File: config.mk
export PLATFORM = sky130hd
export DESIGN_NAME = ofdm_eq_sequencer
export DESIGN_NICKNAME = d
export VERILOG_FILES = /design/src/rtl/ofdm_eq_sequencer.sv
export SDC_FILE = /design/constraint.sdc
export NUM_CORES = 1
export LEC_CHECK = 0
export CAP_MARGIN = 20
export CELL_PAD_IN_SITES_DETAIL_PLACEMENT = 0
export CELL_PAD_IN_SITES_GLOBAL_PLACEMENT = 1
export CORE_ASPECT_RATIO = 0.75
export CORE_MARGIN = 2
export CORE_UTILIZATION = 37
export DETAILED_ROUTE_END_ITERATION = 6
export GPL_ROUTABILITY_DRIVEN = 0
export HOLD_SLACK_MARGIN = 0.03
export PLACE_DENSITY_LB_ADDON = 0.1
export SYNTH_ARGS = -nofsm -noshare
export SYNTH_HDL_FRONTEND = slang
export SYNTH_SLANG_ARGS = --single-unit
File: constraint.sdc
create_clock -name i_clk -period 3.6 [get_ports i_clk]
set_clock_uncertainty 0.1 [all_clocks]
set_input_delay 0.36 -clock i_clk [delete_from_list [all_inputs] [get_ports i_clk]]
set_output_delay 0.36 -clock i_clk [all_outputs]
set_load 0.01 [all_outputs]
File: src/rtl/ofdm_eq_sequencer.sv
// Frames FFT output samples for the channel equalizer: drops samples until a
// frame start, then tags a preamble symbol and N_DATA_SYM data symbols.
module ofdm_eq_sequencer #(
  parameter int DATA_SIZE  = 16,
  parameter int NFFT       = 256,
  parameter int N_DATA_SYM = 14,
  localparam int SC_W      = $clog2(NFFT),
  localparam int SYM_W     = $clog2(N_DATA_SYM) + 1
) (
  input  logic                 i_clk,
  input  logic                 i_reset,
  input  logic [DATA_SIZE-1:0] i_data_i,
  input  logic [DATA_SIZE-1:0] i_data_q,
  input  logic                 i_valid,
  input  logic                 i_frame_start,
  output logic                 o_ready,
  input  logic                 i_eq_wait,
  output logic [DATA_SIZE-1:0] o_eq_data_i,
  output logic [DATA_SIZE-1:0] o_eq_data_q,
  output logic                 o_eq_valid,
  output logic                 o_eq_sync_frame,
  output logic                 o_is_preamble,
  output logic [SC_W-1:0]      o_sc_idx,
  output logic [SYM_W-1:0]     o_sym_idx,
  output logic                 o_frame_done,
  output logic                 o_err_resync,
  output logic [1:0]           o_dbg_state
);

  typedef enum logic [1:0] {
    ST_IDLE     = 2'd0,
    ST_PREAMBLE = 2'd1,
    ST_DATA     = 2'd2
  } state_t;

  localparam logic [SC_W-1:0]  SC_LAST  = SC_W'(NFFT - 1);
  localparam logic [SYM_W-1:0] SYM_LAST = SYM_W'(N_DATA_SYM - 1);

  state_t           state, state_n;
  logic [SC_W-1:0]  sc_cnt, sc_n;
  logic [SYM_W-1:0] sym_cnt, sym_n;
  logic             xfer, fwd, sync_n, err_n, done_n, pre_n;
  logic [SC_W-1:0]  osc_n;
  logic [SYM_W-1:0] osym_n;

  // Handshake: a sample transfers on a clock edge where i_valid && o_ready;
  // o_ready only drops while the equalizer is busy (or reset is held), and
  // nothing advances on a cycle without a transfer.
  assign o_ready     = !i_eq_wait && !i_reset;
  assign xfer        = i_valid && o_ready;
  assign o_dbg_state = state;

  always_comb begin
    state_n = state;
    sc_n    = sc_cnt;
    sym_n   = sym_cnt;
    fwd     = 1'b0;
    sync_n  = 1'b0;
    err_n   = 1'b0;
    done_n  = 1'b0;
    pre_n   = o_is_preamble;
    osc_n   = o_sc_idx;
    osym_n  = o_sym_idx;
    if (xfer) begin
      if (i_frame_start) begin
        // A frame start always restarts, even over the last sample of a frame.
        fwd     = 1'b1;
        sync_n  = 1'b1;
        err_n   = (state != ST_IDLE);
        pre_n   = 1'b1;
        osc_n   = '0;
        osym_n  = '0;
        state_n = ST_PREAMBLE;
        sc_n    = SC_W'(1);
        sym_n   = '0;
      end else begin
        case (state)
          ST_PREAMBLE: begin
            fwd    = 1'b1;
            pre_n  = 1'b1;
            osc_n  = sc_cnt;
            osym_n = '0;
            if (sc_cnt == SC_LAST) begin
              state_n = ST_DATA;
              sc_n    = '0;
              sym_n   = '0;
            end else begin
              sc_n = sc_cnt + SC_W'(1);
            end
          end
          ST_DATA: begin
            fwd    = 1'b1;
            pre_n  = 1'b0;
            osc_n  = sc_cnt;
            osym_n = sym_cnt;
            if (sc_cnt == SC_LAST) begin
              sc_n = '0;
              if (sym_cnt == SYM_LAST) begin
                state_n = ST_IDLE;
                sym_n   = '0;
                done_n  = 1'b1;
              end else begin
                sym_n = sym_cnt + SYM_W'(1);
              end
            end else begin
              sc_n = sc_cnt + SC_W'(1);
            end
          end
          default: ;
        endcase
      end
    end
  end

  always_ff @(posedge i_clk or posedge i_reset) begin
    if (i_reset) begin
      state           <= ST_IDLE;
      sc_cnt          <= '0;
      sym_cnt         <= '0;
      o_eq_valid      <= 1'b0;
      o_eq_sync_frame <= 1'b0;
      o_err_resync    <= 1'b0;
      o_frame_done    <= 1'b0;
      o_is_preamble   <= 1'b0;
      o_sc_idx        <= '0;
      o_sym_idx       <= '0;
      o_eq_data_i     <= '0;
      o_eq_data_q     <= '0;
    end else begin
      state           <= state_n;
      sc_cnt          <= sc_n;
      sym_cnt         <= sym_n;
      o_eq_valid      <= fwd;
      o_eq_sync_frame <= sync_n;
      o_err_resync    <= err_n;
      o_frame_done    <= done_n;
      o_is_preamble   <= pre_n;
      o_sc_idx        <= osc_n;
      o_sym_idx       <= osym_n;
      if (fwd) begin
        o_eq_data_i <= i_data_i;
        o_eq_data_q <= i_data_q;
      end
    end
  end

endmodule
Word-level counts from Yosys, hierarchy flattened. Index checks and enable logic that the tools add are counted.

$add $sub $neg: 2. Multiplexer cells: 31. Equal/unequal tests: 7. Reduce and logical (&&, ||, !) cells: 12.

Operators with widths (count): 8-bit two-way mux (5); 5-bit two-way mux (5); 5-bit case mux with 2 select lines (2); 1-bit two-way mux (13); 3-bit inequality test (second input constant) (3); 8-bit by 1-bit adder with 8-bit output (second input constant) (1); 8-bit equality test (second input constant) (1); 2-bit two-way mux (4); 5-bit by 1-bit adder with 5-bit output (second input constant) (1); 5-bit by 4-bit equality test with 1-bit output (second input constant) (1); 5-bit AND reduction (1); 2-bit case mux with 2 select lines (1); 2-bit AND reduction (2); 4-bit AND reduction (1); 2-bit nonzero test (2); 3-bit nonzero test (1); 2-bit by 1-bit equality test with 1-bit output (second input constant) (1); 2-bit equality test (second input constant) (1); 1-bit logical AND (2); 1-bit zero test (2); 1-bit case mux with 2 select lines (1); 2-bit OR reduction (1).

Input bits: 37. Register bits: 65. Logic and storage cells: 64. Output and inout bits: 53.

Longest topological paths before layout.
Word-level depth: 6. Gate-level depth with buffers: 7. Depth with buffers taken out: 6.

Worst setup path after synthesis. Ideal clock, no wire load.

Kind: reg2reg. Start point: register state[0] (netlist: o_dbg_state[0]). End point: register sc_cnt[6]. Setup slack: 1.890 ns. Path buffers: 1. Period minus slack after synthesis: 1.710 ns. Arrival time: 1.484 ns. Cell stages (with the launch flop): 7. Setup time: 0.126 ns. Cells stage by stage: dfrtp_1 > inv_1 > ha_1 > o21ai_2 > buf_2 > nor4_1 > a221o_1.

Cells in the longest elaborated chain, start to end: 4. Elaborated cells on any way between the ends: 5.

RTL lines: start, declared (RTL line 39) `state_t state, state_n;`; start signal, assigned (RTL line 130) `state <= state_n;`; 2-bit equality test / 2-bit by 1-bit equality test with 1-bit output (equally long branches) (RTL line 77) `case (state)`; 2-bit OR reduction (no source line) (*); 2-bit nonzero test (no source line) (*); 2-bit AND reduction (no source line) (*); end signal, assigned (RTL line 131) `sc_cnt <= sc_n;`; end, declared (RTL line 40) `logic [SC_W-1:0] sc_cnt, sc_n;`.

Mark *: on every way between the ends. The rest lies on a longest branch, timed or not. A chain may end at the register's enable or synchronous reset.

Worst setup path in the final report.
Start point: input port i_frame_start. End point: register sc_cnt[7].

Cells in the longest elaborated chain, start to end: 2. Elaborated cells on any way between the ends: 3.

RTL lines: start, declared (RTL line 15) `input logic i_frame_start,`; 2-bit nonzero test (no source line); 2-bit AND reduction (no source line).

Parallel ways exist; a longest one is shown, timed or not.

==> flow_summary.json <==
{
  "status": "completed",
  "end_kind": "register",
  "post_route_cells_drive_above_1_share_pct": 6.631,
  "viasPerCell": 4.839,
  "vias": 2313,
  "hpwl_um": 4590,
  "tns_ns": 0,
  "cts_setup_buffers": 0,
  "setup_violations": 0,
  "port_buffers": 89,
  "p_per_area_nw_per_um2": 524.7,
  "die_w_um": 104.0,
  "drc_errors": 0,
  "finalCritPeriodShare_pct": 64.58,
  "start_kind": "input port",
  "vdd_ir_drop_max_mv": 0.2044,
  "slew_viol_final": 0,
  "critPathSlowestCell": "clkdlybuf4s50_1",
  "worstPathArrival_ns": 2.48,
  "avgSynthCellArea_sq_um": 9.867,
  "die_area_sq_um": 8209,
  "cp_max_fo": 16,
  "grt_util_all_layers_pct": 17.15,
  "layout.nets": 415,
  "worstSetupStartpoint": "i_frame_start",
  "grt_pass1_vias": 2238,
  "tightest_slew_ns": 0.5997,
  "worstPathRequired_ns": 3.76,
  "fin_area_sq_um": 3980,
  "tritoncts": "built",
  "leakagePower_nw": 1.844,
  "synth_top_flop_cell": "dfrtp_1",
  "ys_seq_elements": 65,
  "cts_max_path_buffers": 2,
  "crit_family": "simple AND/OR/NAND/NOR gates",
  "wl_um": 6634,
  "ctsResizeCount": 0,
  "fmax_ghz": 0.4301,
  "yosysSeqAreaShare_pct": 58.66,
  "cap_viol_max_count": 0,
  "critPathMaxStageDelay_ns": 0.72,
  "relSlewSlack_pct": 59.89,
  "hold_buffers": 0,
  "syn2layout_area_growth_pct": 43.55,
  "coreArea_sq_um": 7297,
  "min_path_type": "reg2reg",
  "fill_cells": 680,
  "syn_inst": 281,
  "syn_area_sq_um": 2773,
  "period_needed_ns": 2.325,
  "drt-initial-drc-count": 73,
  "h-tree-depth": 3,
  "io-pin-count": 90,
  "min-delay-start": "o_eq_data_q[14]$_DFFE_PP0P_",
  "syn-num-nets": 324,
  "async_flop_share_pct": 100.0,
  "root_buffer": "clkbuf_8",
  "yosys_warnings": 0,
  "dr.pass1.iters": 5,
  "grt_pass1_wl_um": 10920,
  "clk_latency_ns": 0.34,
  "grt_max_degree": 49,
  "antenna_found_initial": 0,
  "overflow": 0,
  "numCtsBuffers": 9,
  "rsz0062_at_grt": "false",
  "wl_per_cell_um": 13.88,
  "clkSinkCount": 65,
  "finalHoldViolCount": 0,
  "detail-route-antenna-nets": 0,
  "synth.distinct_cells": 41,
  "worstReg2RegStart": "o_dbg_state[0]$_DFFE_PP0P_",
  "criticalPathCategory": "in2reg",
  "crit_buf_inv": 1,
  "die_h_um": 78.97,
  "synth-edff-count": 0,
  "postPlaceCellArea_sq_um": 3772,
  "num_rows": 27,
  "worst_hold_slack_ns": 0.3714,
  "crit_path_cell_trace": "clkdlybuf4s50_1 -> nor4b_1 -> and2_1 -> nand3_1 -> o211ai_1",
  "cts.clk_slew.worst_paths_ns": 0.06,
  "antenna_cells": 0,
  "start_util_pct": 38.00
}
## worst reg2reg max path, cell delays in order (launching register included)
cell      delay, ns
dfrtp_1        0.40
inv_1          0.08
ha_1           0.37
o21ai_4        0.16
clkinv_1       0.37
buf_4          0.36
nand4_1        0.11
o21ai_0        0.08
## per-layer routing
metal	wire length, um	track usage (%)	vias up
met5	0	0	-
met3	530	7.307	8
met2	2819	24.47	75
li1	-	-	1137
met1	3219	23.87	1093
met4	65	4.730	0
## synth_stat cells, types with 2 or more instances
| master | count | area share (%) |
|---|---|---|
| nand2_1 | 106 | 14 |
| dfrtp_1 | 65 | 59 |
| a22o_1 | 13 | 4.1 |
| buf_2 | 9 | 1.6 |
| nand3_1 | 9 | 1.6 |
| o21ai_0 | 8 | 1.4 |
| nor2_1 | 7 | 0.95 |
| ha_1 | 6 | 2.7 |
| inv_1 | 6 | 0.81 |
| a31oi_1 | 5 | 1.1 |
| a21oi_1 | 4 | 0.72 |
| and3_1 | 4 | 0.90 |
| o31ai_1 | 3 | 0.81 |
| and4_1 | 2 | 0.63 |
| buf_4 | 2 | 0.54 |
| clkbuf_1 | 2 | 0.27 |
| nand4b_1 | 2 | 0.63 |
| nor3_1 | 2 | 0.36 |
| nor4_1 | 2 | 0.45 |
| o21ai_1 | 2 | 0.36 |
| or3_1 | 2 | 0.45 |
## registers in the layout, indices dropped and copies added (netlist names), 2 cells and up
register / cells
o_dbg_state: 2
o_eq_data_i: 16
o_eq_data_q: 16
o_sc_idx: 8
o_sym_idx: 5
sc_cnt: 8
sym_cnt: 5
## cell usage in the layout (no fill, tap or decap), types with 2 or more instances in the layout
| master | Yosys | routed |
|---|---|---|
| dfrtp_1 | 65 | 65 |
| and4_1 | 2 | 2 |
| inv_1 | 6 | 5 |
| clkdlybuf4s50_1 | 0 | 89 |
| o21ai_0 | 8 | 8 |
| or3_1 | 2 | 2 |
| o31ai_1 | 3 | 3 |
| clkbuf_1 | 2 | 2 |
| a31oi_1 | 5 | 5 |
| nor3_1 | 2 | 2 |
| nand3_1 | 9 | 9 |
| ha_1 | 6 | 6 |
| nor4_1 | 2 | 2 |
| clkbuf_8 | 0 | 12 |
| o21ai_1 | 2 | 2 |
| a22o_1 | 13 | 13 |
| a21oi_1 | 4 | 4 |
| nand4b_1 | 2 | 2 |
| and3_1 | 4 | 4 |
| nand2_1 | 106 | 106 |
| buf_4 | 2 | 3 |
| nor2_1 | 7 | 7 |
## where the power goes
| part | total [mW] | switching [mW] | internal (mW) |
|---|---|---|---|
| Sequential | 0.934 | 0.0841 | 0.850 |
| Combinational | 0.510 | 0.222 | 0.288 |
| Clock | 0.644 | 0.268 | 0.376 |
## path summary, 6_finish.rpt
check | end | depth (start not counted) | slack, ns
worst max-delay path | sc_cnt[7]$_DFFE_PP0P_ | 5 | 1.28
worst min-delay path | o_eq_data_q[14]$_DFFE_PP0P_ | 2 | 0.37
worst max register to register | sc_cnt[5]$_DFFE_PP0P_ | 7 | 1.46
worst min register to register | o_eq_data_q[14]$_DFFE_PP0P_ | 2 | 0.37
max in group asynchronous | o_eq_data_q[3]$_DFFE_PP0P_ | 3 | 2.33
min in group asynchronous | o_is_preamble$_DFFE_PP0P_ | 2 | 0.45
## logic make-up (layout without fill, tap and decap cells)
group / after synthesis / in the layout / share of synthesized area, %
AO/OA/AOI/OAI: 43 / 43 / 11.33
adder cells (fa/ha/maj): 6 / 6 / 2.708
buffers and inverters: 20 / 116 / 3.384
flip-flops: 65 / 65 / 58.66
AND/OR/NAND/NOR: 147 / 147 / 23.92
## layout make-up
cell class	count	area [sq um]	area share [%]
timing repair buffer	93	933.4	23.45
clock inverter	2	35.03	0.8802
clock buffer	14	172.7	4.338
inverter	7	26.28	0.6602
tap	101	126.4	3.175
multi-input combinational	196	1060	26.63
sequential	65	1627	40.87
## per-stage QoR
stage                     power [mW]  setup slack [ns]  util, %  std cells
after floorplan                1.151             1.514        -        281
after global placement         1.455             1.037    51.70        462
after detailed placement       1.463            0.9075    51.70        462
after CTS                      2.119             1.278    54.54        478
after global routing           2.212             1.022    54.54        478
final                          2.089             1.275    54.54        478
(Power assumes the default switching activity.)
